==> config.mk <==
export PLATFORM = sky130hd
export DESIGN_NAME = fifo_rd_ctrl_flat
export DESIGN_NICKNAME = d
export VERILOG_FILES = /design/src/rtl/fifo_rd_ctrl_if.sv /design/src/rtl/fifo_rd_ctrl.sv /design/src/flat_wrapper.sv
export SDC_FILE = /design/constraint.sdc
export NUM_CORES = 1
export LEC_CHECK = 0
export ABC_CLOCK_PERIOD_IN_PS = 3450
export CAP_MARGIN = 30
export CORE_UTILIZATION = 49
export DETAILED_ROUTE_END_ITERATION = 8
export PLACE_DENSITY = 0.79
export REMOVE_ABC_BUFFERS = 1
export SLEW_MARGIN = 20
export SYNTH_ARGS = -nofsm -noshare
export SYNTH_HDL_FRONTEND = slang
export SYNTH_SLANG_ARGS = --single-unit
==> constraint.sdc <==
create_clock -name rclk -period 3.45 [get_ports rclk]
set_input_delay 1.035 -clock rclk [delete_from_list [all_inputs] [get_ports rclk]]
set_output_delay 1.035 -clock rclk [all_outputs]
set_load 0.1 [all_outputs]
==> src/rtl/fifo_rd_ctrl_if.sv <==
// fifo_rd_ctrl_if: read-side FIFO bus between controller, memory, write-pointer sync and consumer
interface fifo_rd_ctrl_if #(
    parameter int ADDRSIZE = 4,
    parameter int DATASIZE = 8
);
    logic [ADDRSIZE:0]   rq2_wptr;
    logic [ADDRSIZE:0]   rptr;
    logic [ADDRSIZE:0]   rlevel;
    logic [ADDRSIZE-1:0] raddr;
    logic                ren;
    logic                rempty;
    logic                dout_valid;
    logic                dout_ready;
    logic [DATASIZE-1:0] rdata_mem;
    logic [DATASIZE-1:0] dout;
    modport master (
        input  rq2_wptr, rdata_mem, dout_ready,
        output rptr, raddr, ren, dout, dout_valid, rempty, rlevel
    );
    modport slave (
        output rq2_wptr, rdata_mem, dout_ready,
        input  rptr, raddr, ren, dout, dout_valid, rempty, rlevel
    );
endinterface

==> src/rtl/fifo_rd_ctrl.sv <==
// fifo_rd_ctrl: async FIFO read controller with Gray pointer, level and 2-entry output buffer
module fifo_rd_ctrl #(
    parameter int ADDRSIZE = 4,
    parameter int DATASIZE = 8
) (
    input logic          rclk,
    input logic          rrst_n,
    fifo_rd_ctrl_if.master bus
);
    typedef enum logic [1:0] {EMPTY, ONE, TWO} state_t;
    state_t              state, state_n, after_pop;
    logic [ADDRSIZE:0]   rbin, rbin_next, rgray_next, wbin;
    logic [DATASIZE-1:0] head, skid, head_n, skid_n;
    logic                pend, pop;
    genvar i;
    generate
        for (i = 0; i <= ADDRSIZE; i++) begin : g_g2b
            assign wbin[i] = ^(bus.rq2_wptr >> i);
        end
    endgenerate
    assign pop            = bus.dout_valid && bus.dout_ready;
    assign bus.dout_valid = state != EMPTY;
    assign bus.dout       = head;
    assign bus.raddr      = rbin[ADDRSIZE-1:0];
    // fetch while buffered plus in-flight words stay below two, or a pop frees a slot
    assign bus.ren        = !bus.rempty && (state == EMPTY || (state == ONE && !pend) || pop);
    assign rbin_next      = rbin + {{ADDRSIZE{1'b0}}, bus.ren};
    assign rgray_next     = rbin_next ^ (rbin_next >> 1);
    always_comb begin
        after_pop = state;
        if (pop) after_pop = (state == TWO) ? ONE : EMPTY;
        state_n = after_pop;
        if (pend) state_n = (after_pop == EMPTY) ? ONE : TWO;
        head_n = (pop && state == TWO) ? skid : head;
        skid_n = skid;
        if (pend && after_pop == EMPTY) head_n = bus.rdata_mem;
        if (pend && after_pop != EMPTY) skid_n = bus.rdata_mem;
    end
    always_ff @(posedge rclk or negedge rrst_n) begin
        if (!rrst_n) state <= EMPTY;
        else state <= state_n;
    end
    always_ff @(posedge rclk or negedge rrst_n) begin
        if (!rrst_n) begin
            rbin       <= '0;
            bus.rptr   <= '0;
            bus.rempty <= 1'b1;
            bus.rlevel <= '0;
            pend       <= 1'b0;
            head       <= '0;
            skid       <= '0;
        end else begin
            rbin       <= rbin_next;
            bus.rptr   <= rgray_next;
            bus.rempty <= rgray_next == bus.rq2_wptr;
            bus.rlevel <= wbin - rbin_next;
            pend       <= bus.ren;
            head       <= head_n;
            skid       <= skid_n;
        end
    end
endmodule

==> src/flat_wrapper.sv <==
// flat-port wrapper written by rule: the top's interface ports become plain ports
module fifo_rd_ctrl_flat 
#(
    parameter int ADDRSIZE = 4,
    parameter int DATASIZE = 8
)
  (rclk, rrst_n, bus_rq2_wptr, bus_rdata_mem, bus_dout_ready, bus_rptr, bus_raddr, bus_ren, bus_dout, bus_dout_valid, bus_rempty, bus_rlevel);
  fifo_rd_ctrl_if #(.ADDRSIZE(ADDRSIZE), .DATASIZE(DATASIZE)) bus_i ();
  input logic rclk;
  input logic rrst_n;
  input wire logic [$bits(bus_i.rq2_wptr)-1:0] bus_rq2_wptr;
  input wire logic [$bits(bus_i.rdata_mem)-1:0] bus_rdata_mem;
  input wire logic [$bits(bus_i.dout_ready)-1:0] bus_dout_ready;
  output wire logic [$bits(bus_i.rptr)-1:0] bus_rptr;
  output wire logic [$bits(bus_i.raddr)-1:0] bus_raddr;
  output wire logic [$bits(bus_i.ren)-1:0] bus_ren;
  output wire logic [$bits(bus_i.dout)-1:0] bus_dout;
  output wire logic [$bits(bus_i.dout_valid)-1:0] bus_dout_valid;
  output wire logic [$bits(bus_i.rempty)-1:0] bus_rempty;
  output wire logic [$bits(bus_i.rlevel)-1:0] bus_rlevel;
  assign bus_i.rq2_wptr = bus_rq2_wptr;
  assign bus_i.rdata_mem = bus_rdata_mem;
  assign bus_i.dout_ready = bus_dout_ready;
  assign bus_rptr = bus_i.rptr;
  assign bus_raddr = bus_i.raddr;
  assign bus_ren = bus_i.ren;
  assign bus_dout = bus_i.dout;
  assign bus_dout_valid = bus_i.dout_valid;
  assign bus_rempty = bus_i.rempty;
  assign bus_rlevel = bus_i.rlevel;
  fifo_rd_ctrl #(.ADDRSIZE(ADDRSIZE), .DATASIZE(DATASIZE)) u_core (.rclk(rclk), .rrst_n(rrst_n), .bus(bus_i));
endmodule
==> results of run 1 <==
[critical path, cell delays in order]
cell and delay, ps:
clkdlybuf4s50_1 480, xnor2_2 250, xnor2_2 160, xor2_1 240, xnor2_1 150, ha_1 170
inv_1 60, fa_1 380, a21oi_1 170, maj3_1 210, xnor2_1 130
[cell usage after synthesis]
master / number / area, um2
a21boi_0: 2 / 15.0
xnor3_2: 2 / 47.6
nand3_1: 2 / 10.0
nand4_1: 1 / 6.26
and3_1: 1 / 6.26
a221o_1: 1 / 10.0
nand2_1: 19 / 71.3
a31oi_1: 1 / 6.26
nand2b_1: 2 / 12.5
a31oi_2: 1 / 12.5
xnor2_2: 3 / 48.8
dfstp_2: 1 / 26.3
o22ai_1: 1 / 6.26
or3_1: 1 / 6.26
a21oi_1: 4 / 20.0
xor2_1: 6 / 52.6
mux2_2: 8 / 90.1
inv_1: 6 / 22.5
xor3_2: 1 / 25.0
and4b_1: 1 / 10.0
a22oi_1: 8 / 60.1
ha_1: 5 / 62.6
clkbuf_1: 3 / 11.3
xnor2_1: 7 / 61.3
and3b_1: 1 / 8.76
nor2_1: 5 / 18.8
o21a_1: 1 / 7.51
a21o_1: 1 / 7.51
xnor3_1: 1 / 22.5
dfrtp_1: 33 / 826
maj3_1: 1 / 10.0
buf_6: 2 / 22.5
a21o_2: 1 / 8.76
o21ai_0: 3 / 15.0
fa_1: 1 / 20.0
[cell families (layout without fill, tap and decap cells)]
group / Yosys count / after routing / share of synthesized area, %
flops: 34 / 34 / 51.1
simple gates: 33 / 33 / 9.00
compound gates: 24 / 24 / 10.1
xor+xnor: 20 / 20 / 15.5
buf+inv: 11 / 64 / 3.38
mux: 8 / 8 / 5.40
fa+ha+maj: 7 / 7 / 5.55
[routing by layer]
metal,vias to the layer above,GRT usage [%],routed length (um)
met3,5,4.26,185
met5,-,0,0
met2,38,34.2,1600
li1,574,-,-
met1,582,25.2,1300
met4,0,9.97,53
[how the worst min path moves through the flow]
| stage | start | slack, ps | depth (start not counted) | end |
|---|---|---|---|---|
| final | u_core.bus.dout[3]$_DFFE_PN0P_ | 490 | 2 | u_core.bus.dout[3]$_DFFE_PN0P_ |
| after CTS | u_core.bus.dout[3]$_DFFE_PN0P_ | 490 | 2 | u_core.bus.dout[3]$_DFFE_PN0P_ |
| after detailed placement | u_core.bus.dout[3]$_DFFE_PN0P_ | 470 | 2 | u_core.bus.dout[3]$_DFFE_PN0P_ |
| after global placement | u_core.bus.dout[3]$_DFFE_PN0P_ | 460 | 2 | u_core.bus.dout[3]$_DFFE_PN0P_ |
| after global routing | u_core.bus.dout[2]$_DFFE_PN0P_ | 520 | 2 | u_core.bus.dout[2]$_DFFE_PN0P_ |
| after floorplan | u_core.skid[0]$_DFFE_PN0P_ | 470 | 2 | u_core.bus.dout[0]$_DFFE_PN0P_ |
[stage by stage]
stage	utilization (%)	hold slack [ps]
after detailed placement	67.1	466
after CTS	69.1	493
after global routing	69.1	518
after global placement	67.1	459
final	69.1	487
after floorplan	-	468
[state kept, by name, indices dropped and copies added, names as in the netlist]
register           flops
u_core.bus.dout        8
u_core.bus.rempty      1
u_core.bus.rlevel      5
u_core.bus.rptr        5
u_core.pend            1
u_core.rbin            4
u_core.skid            8
u_core.state           2
[layout make-up]
cell class / count / area share [%]
tap: 44 / 2.53
multi-input combinational: 92 / 34.9
clock inverter: 2 / 0.574
inverter: 6 / 1.03
timing repair buffer: 50 / 19.5
sequential: 34 / 39.1
clock buffer: 6 / 2.35
[placed cells by master (no fill, tap or decap), types with 6 or more instances in the layout]
master           count
a22oi_1              8
buf_4               34
clkdlybuf4s50_1     15
dfrtp_1             33
inv_1                6
mux2_2               8
nand2_1             19
xnor2_1              7
xor2_1               6
==> results.tsv, run 1 <==
stage	metric	value	unit
outcome	run_status	complete, no violations	
layout	stdcell_count	234	
worst_setup_path	r2r_end	u_core.bus.rlevel[4]$_DFF_PN0_	
placed_design	dp_cells	226	
worst_setup_path	start_kind	input port	
drt	dr.first_iter.drc_count	64	
timing	worst-slew-pin-transition	430	ps
layout	final_cell_area	0.00218	mm2
clock_network	root_buffer	clkbuf_4	
die	core	0.00315	mm2
logic_synthesis	synth.yosys.seq_area_share	51.1	%
drt	via_count	1199	
clock_network	cts_tree	done	
job	drv_cap	0	
timing	clock.fmax	0.315	GHz
clock_network	hold_buffers	0	
worst_setup_path	reg2reg_from	u_core.pend$_DFF_PN0_	
timing	hold_viol	0	
grt	antenna_found_initial	0	
layout	nFillCells	269	
drt	avgViaCountPerCell	5.12	
die	row_count	20	
worst_setup_path	critPathMaxFanout	2	
grt	grt_usage	20.4	%
timing	slew_violations	0	
placed_design	port_buffers	40	
layout	multi_input_area	759	um2
layout	finalNetCount	211	
die	die-area	0.00364	mm2
layout	final_layout_size_suffix_gt1_share	31.6	%
drt	ant_nets	0	
grt	grt_overflow	0	
clock_network	ctsResizeCount	0	
worst_setup_path	required	3710	ps
clock_network	path_clk_slew	110	ps
clock_network	post_cts_buffers	0	
timing	skew	9.39	ps
drt	route.detailed.drc	0	
timing	fin_crit_sh	92.0	%
drt	wirelength	3140	um
grt	grt_pass1_vias	1158	
logic_synthesis	synth_cells	137	
placed_design	pre_cts_slack	-53.3	ps
logic_synthesis	syn_area	0.00167	mm2
grt	grt_pass1_wl	5320	um
layout	area_delta_synth_final	30.6	%
clock_network	clk_latency	340	ps
timing	rsz0062_at_grt	false	
worst_setup_path	ff2ff_path_depth	10	
placed_design	gp_congestion	0.808	
timing	setup_slack	276	ps
timing	post-route-min-period	3170	ps
die	die_y	60.3	um
worst_setup_path	crit_type	input port to flip-flop	
clock_network	clock_sinks	34	
layout	regArea	852	um2
worst_hold_path	hold_path.class	flip-flop to flip-flop	
layout	diodes	0	
worst_setup_path	r2r_slack	900	ps
placed_design	dp_hpwl	2370	um
drt	wire_per_inst	13.4	um
clock_network	cts_made_buffers	5	
logic_synthesis	yosysUniqueCellTypes	35	
worst_setup_path	cp-startpoint	bus_rq2_wptr[4]	
die	fp.dieW	60.3	um
logic_synthesis	ys_warn_count	0	
worst_setup_path	cp-endpoint	u_core.bus.rlevel[4]$_DFF_PN0_	
grt	grt_max_degree	35	
logic_synthesis	syn_area_per_cell	12.2	um2
die	initial_core_util	52.9	%
drt	first_pass_iters	4	
worst_setup_path	crit_path_end_kind	flip-flop	
timing	setup_viol	0	
clock_network	clk_path_buf_depth	2	
logic_synthesis	ys_ff_latch	34	
clock_network	htreeDepth	2	
timing	maxSlewHeadroom	71.2	%
worst_setup_path	critPathArrivalTime	3430	ps
die	pin_count	41	
timing	setup_tns	0	ps
placed_design	placed_area	0.00211	mm2
Power of run 1 is left out: the tool's default activity adds up to more than one toggle a clock period on the data nets, which glitch-free logic cannot reach.
==> inputs of run 2 (changes only) <==
- ABC_CLOCK_PERIOD_IN_PS: 3450 -> 3850
- CORE_UTILIZATION: 49 -> 50
- CTS_BUF_LIST: default -> sky130_fd_sc_hd__clkbuf_4
- PLACE_DENSITY: 0.79 -> 0.81
- clock period: 3.45 -> 3.85 ns (I/O delays scaled with it)
==> results.tsv, run 2 (synthesized netlist as in run 1, its figures left out) <==
stage	metric	value	unit	change
die	pin_count	41		unchanged
timing	slew_violations	0		unchanged
placed_design	gp_congestion	0.767		was 0.808
worst_setup_path	r2r_end	u_core.bus.rlevel[4]$_DFF_PN0_		unchanged
timing	hold-worst-slack	480	ps	was 487 ps
worst_setup_path	start_kind	input port		unchanged
clock_network	hold_buffers	0		unchanged
clock_network	clk_path_buf_depth	2		unchanged
worst_hold_path	hold_path_depth	2		unchanged
clock_network	post_cts_buffers	0		unchanged
worst_setup_path	reg2reg_from	u_core.pend$_DFF_PN0_		unchanged
worst_hold_path	min_from	u_core.bus.dout[7]$_DFFE_PN0P_		was u_core.bus.dout[3]$_DFFE_PN0P_
worst_setup_path	ff2ff_path_depth	10		unchanged
timing	setup_slack	442	ps	was 276 ps
worst_setup_path	slowest_delay	480	ps	about the same
worst_setup_path	crit_path_top_delay_cell	clkdlybuf4s50_1		unchanged
clock_network	clock_sinks	34		unchanged
die	die-area	0.00357	mm2	was 0.00364 mm2
worst_setup_path	critPathMaxFanout	3		was 2
grt	antenna_found_initial	0		unchanged
drt	route.detailed.drc	0		unchanged
timing	clock.fmax	0.293	GHz	
drt	avgViaCountPerCell	5.12		about the same
clock_network	clk_latency	330	ps	was 340 ps
timing	worst-slew-pin-transition	971	ps	was 430 ps
clock_network	root_buffer	clkbuf_4		unchanged
worst_setup_path	r2r_slack	1200	ps	was 900 ps
grt	grt_usage	20.0	%	was 20.4%
worst_setup_path	critPathArrivalTime	3670	ps	was 3430 ps
drt	dr.first_iter.drc_count	39		was 64
layout	final_common_cell	dfrtp_1		was buf_4
layout	diodes	0		unchanged
clock_network	ctsResizeCount	0		unchanged
die	fp.dieW	59.8	um	was 60.3 um
drt	first_pass_iters	4		unchanged
job	drv_cap	0		unchanged
grt	grt_max_degree	35		unchanged
worst_setup_path	crit_path_cell_trace	clkdlybuf4s50_1 -> xnor2_2 -> xnor2_2 -> xor2_1 -> xnor2_1 -> ha_1 -> inv_1 -> fa_1 -> a21oi_1 -> maj3_1 -> xnor2_1		unchanged
drt	wire_per_inst	13.7	um	was 13.4 um
clock_network	cts_made_buffers	5		unchanged
grt	grt_pass1_wl	5060	um	was 5320 um
drt	wirelength	3130	um	was 3140 um
timing	post-route-min-period	3410	ps	
layout	area_delta_synth_final	30.1	%	was 30.6%
layout	final_layout_size_suffix_gt1_share	24.5	%	was 31.6%
outcome	run_status	complete, no violations		unchanged
worst_setup_path	crit_path_end_kind	flip-flop		unchanged
placed_design	port_buffers	40		unchanged
layout	final_cell_area	0.00217	mm2	was 0.00218 mm2
timing	hold_viol	0		unchanged
timing	fin_crit_sh	88.5	%	
placed_design	dp_cells	220		was 226
worst_hold_path	hold_path.class	flip-flop to flip-flop		unchanged
placed_design	dp_hpwl	2310	um	was 2370 um
layout	finalNetCount	205		was 211
drt	ant_nets	0		unchanged
die	core	0.00310	mm2	was 0.00315 mm2
timing	setup_viol	0		unchanged
grt	grt_pass1_vias	1163		was 1,158
worst_setup_path	crit_type	input port to flip-flop		unchanged
die	die_y	59.8	um	was 60.3 um
timing	skew	12.4	ps	was 9.39 ps
die	row_count	20		unchanged
drt	via_count	1168		was 1,199
die	initial_core_util	53.8	%	was 52.9%
timing	maxSlewHeadroom	35.1	%	was 71.2%
layout	final_cell_mix	dfrtp_1, clkdlybuf4s50_1, nand2_1, buf_4		was buf_4, dfrtp_1, nand2_1
clock_network	htreeDepth	2		unchanged
timing	rsz0062_at_grt	false		unchanged
worst_hold_path	holdPathEnd	u_core.bus.dout[7]$_DFFE_PN0P_		was u_core.bus.dout[3]$_DFFE_PN0P_
clock_network	path_clk_slew	110	ps	about the same
clock_network	cts_tree	done		unchanged
placed_design	placed_area	0.00209	mm2	was 0.00211 mm2
grt	grt_overflow	0		unchanged
placed_design	pre_cts_slack	106	ps	was -53.3 ps
worst_setup_path	required	4110	ps	was 3710 ps
layout	stdcell_count	228		was 234
-- run 2: cell types whose count changed in the layout (fill, tap and decap cells not counted) --
cell	change
clkinv_2	+1
clkdlybuf4s50_1	+9
clkinvlp_4	-1
clkbuf_8	-1
buf_4	-15
bufinv_16	+1
-- run 2: worst max-delay path by stage --
stage / from / to
final: bus_rq2_wptr[4] / u_core.bus.rlevel[4]$_DFF_PN0_
after global routing: bus_dout_ready / u_core.bus.rlevel[4]$_DFF_PN0_
after CTS: bus_rq2_wptr[4] / u_core.bus.rlevel[4]$_DFF_PN0_
after detailed placement: bus_rq2_wptr[4] / u_core.bus.rlevel[4]$_DFF_PN0_
after global placement: bus_dout_ready / u_core.bus.rlevel[4]$_DFF_PN0_
after floorplan: bus_dout_ready / u_core.bus.rlevel[4]$_DFF_PN0_
-- run 2: stage by stage --
| step | TNS, ps | utilization (%) |
|---|---|---|
| after detailed placement | 0 | 67.4 |
| after global placement | 0 | 67.4 |
| final | 0 | 69.9 |
| after global routing | 0 | 69.9 |
| after CTS | 0 | 69.9 |
| after floorplan | -1760 | - |
-- run 2: cell type report --
type	count	area (um2)
Timing Repair Buffer	44	403
Sequential cell	34	852
Multi-Input combinational cell	92	759
Clock buffer	5	37.5
Fill cell	250	933
Inverter	6	22.5
Clock inverter	3	40.0
Tap cell	44	55.1
-- run 2: worst max-delay path: cells and delay by family --
kind	cells	cell delay (ps)
AOI/OAI and AO/OA	1	200
buffers and inverters	2	540
xor gates and xnor gates	5	1000
adders and majority gates	3	780
-- run 2: layer usage --
| layer | global-route usage [%] | vias up | part of all wire [%] | wire (um) |
|---|---|---|---|---|
| met1 | 23.8 | 568 | 41 | 1270 |
| met2 | 33.3 | 38 | 53 | 1660 |
| met5 | 0 | - | 0 | 0 |
| met4 | 7.97 | 0 | 0.93 | 29 |
| met3 | 6.49 | 2 | 5.3 | 167 |
| li1 | - | 560 | - | - |
Power of run 2 is left out for the same reason.
==> inputs of run 3 (changes only) <==
- SLEW_MARGIN: 20 -> 40
==> results.tsv, run 3 (synthesized netlist as in run 1, its figures left out) <==
stage	metric	value	unit	change
drt	via_count	1171		was 1,168
layout	utilization	68.5	%	was 69.9%
timing	maxSlewHeadroom	67.8	%	was 35.1%
worst_setup_path	cp_common_cell	nor2_1		
drt	route.detailed.drc	0		unchanged
drt	avgViaCountPerCell	5.14		was 5.12
clock_network	clk_latency	330	ps	about the same
clock_network	cts_made_buffers	5		unchanged
placed_design	port_buffers	40		unchanged
worst_setup_path	cp_top_family	buffers and inverters		was XOR/XNOR gates
worst_hold_path	min_from	u_core.bus.dout[7]$_DFFE_PN0P_		unchanged
grt	grt_max_degree	35		unchanged
worst_setup_path	crit_type	input port to output pin		was input port to flip-flop
layout	final_cell_mix	dfrtp_1, nand2_1, buf_4		was dfrtp_1, clkdlybuf4s50_1, nand2_1, buf_4
layout	final_layout_size_suffix_gt1_share	29.3	%	was 24.5%
timing	clock.fmax	0.295	GHz	was 0.293 GHz
timing	skew	8.41	ps	was 12.4 ps
timing	fin_crit_sh	87.9	%	was 88.5%
die	core	0.00310	mm2	unchanged
timing	rsz0062_at_grt	false		unchanged
grt	grt_overflow	0		unchanged
placed_design	dp_hpwl	2320	um	was 2310 um
clock_network	clk_path_buf_depth	2		unchanged
clock_network	hold_buffers	0		unchanged
drt	dr.first_iter.drc_count	43		was 39
worst_setup_path	r2r_end	u_core.bus.rlevel[4]$_DFF_PN0_		unchanged
clock_network	root_buffer	clkbuf_4		unchanged
grt	antenna_found_initial	0		unchanged
worst_hold_path	holdPathEnd	u_core.bus.dout[7]$_DFFE_PN0P_		unchanged
timing	hold_viol	0		unchanged
placed_design	gp_congestion	0.767		unchanged
worst_setup_path	r2r_slack	1210	ps	was 1200 ps
worst_setup_path	crit_path_end_kind	output pin		was flip-flop
job	drv_cap	0		unchanged
worst_setup_path	start_kind	input port		unchanged
worst_setup_path	required	2690	ps	was 4110 ps
clock_network	ctsResizeCount	0		unchanged
placed_design	pre_cts_slack	92.8	ps	was 106 ps
grt	grt_pass1_wl	5010	um	was 5060 um
grt	grt_pass1_vias	1128		was 1,163
clock_network	post_cts_buffers	0		unchanged
clock_network	clock_sinks	34		unchanged
worst_setup_path	crit_path_cell_trace	clkdlybuf4s50_1 -> nor2_1 -> nor2_1 -> buf_4 -> buf_12		was clkdlybuf4s50_1 -> xnor2_2 -> xnor2_2 -> xor2_1 -> xnor2_1 -> ha_1 -> inv_1 -> fa_1 -> a21oi_1 -> maj3_1 -> xnor2_1
die	die_y	59.8	um	unchanged
clock_network	cts_tree	done		unchanged
die	initial_core_util	53.8	%	unchanged
drt	wirelength	3110	um	was 3130 um
drt	wire_per_inst	13.6	um	was 13.7 um
drt	ant_nets	0		unchanged
die	fp.dieW	59.8	um	unchanged
grt	grt_usage	19.5	%	was 20.0%
clock_network	htreeDepth	2		unchanged
timing	setup_slack	465	ps	was 442 ps
worst_hold_path	hold_path_depth	2		unchanged
worst_setup_path	slowest_delay	540	ps	was 480 ps
worst_setup_path	critPathMaxFanout	5		was 3
layout	regArea	852	um2	unchanged
worst_hold_path	hold_path.class	flip-flop to flip-flop		unchanged
worst_setup_path	ff2ff_path_depth	10		unchanged
timing	hold-worst-slack	476	ps	was 480 ps
outcome	run_status	complete, no violations		unchanged
layout	area_delta_synth_final	27.4	%	was 30.1%
timing	worst-slew-pin-transition	480	ps	was 971 ps
timing	post-route-min-period	3380	ps	was 3410 ps
drt	first_pass_iters	4		unchanged
layout	multi_input_area	759	um2	unchanged
layout	final_common_cell	dfrtp_1		unchanged
layout	nFillCells	267		was 250
layout	finalNetCount	205		unchanged
die	pin_count	41		unchanged
clock_network	path_clk_slew	100	ps	was 110 ps
die	die-area	0.00357	mm2	unchanged
layout	diodes	0		unchanged
worst_setup_path	crit_path_top_delay_cell	clkdlybuf4s50_1		unchanged
worst_setup_path	critPathArrivalTime	2230	ps	was 3670 ps
timing	setup_viol	0		unchanged
worst_setup_path	reg2reg_from	u_core.pend$_DFF_PN0_		unchanged
worst_setup_path	critPathBufInv	3		was 2
die	row_count	20		unchanged
timing	slew_violations	0		unchanged
[run 3: cell types whose count changed in the layout (fill, tap and decap cells not counted)]
cell             delta
buf_2               +9
clkdlybuf4s50_1     -9
[run 3: worst max-delay path by stage]
stage / start / end / slack (ps) / cells after the start
3_5_place_dp: bus_rq2_wptr[4] / u_core.bus.rlevel[4]$_DFF_PN0_ / 90 / 11
5_1_grt: bus_rq2_wptr[4] / u_core.bus.rlevel[4]$_DFF_PN0_ / 330 / 11
6_report: bus_dout_ready / bus_ren / 470 / 5
3_3_place_gp: bus_dout_ready / u_core.bus.rlevel[4]$_DFF_PN0_ / 210 / 10
2_1_floorplan: bus_dout_ready / u_core.bus.rlevel[4]$_DFF_PN0_ / -620 / 9
4_1_cts: bus_rq2_wptr[4] / u_core.bus.rlevel[4]$_DFF_PN0_ / 450 / 11
[run 3: tightest hold or removal path, stage by stage (launching register included)]
cell and delay [ps]:
dfrtp_1 350, nand2_1 50, nand2_1 50
[run 3: area by class of cell]
class,count,share of cell area (%)
sequential,34,40.1
inverter,6,1.06
clock inverter,3,1.88
tap,44,2.59
multi-input combinational,92,35.7
timing repair buffer,44,16.8
clock buffer,5,1.77
[run 3: per-stage QoR]
step	cells	setup TNS (ps)	area, um2
after floorplan	132	-1760	1630
after global placement	220	0	2090
after detailed placement	220	0	2050
after CTS	228	0	2120
after global routing	228	0	2120
final	228	0	2120
[run 3: per-layer routing]
layer,vias up,track usage (%),wire [um]
met5,-,0,0
met4,0,4.98,40
met3,4,5.19,175
met2,40,33.7,1610
met1,563,24.2,1280
li1,564,-,-
Power of run 3 is left out for the same reason.
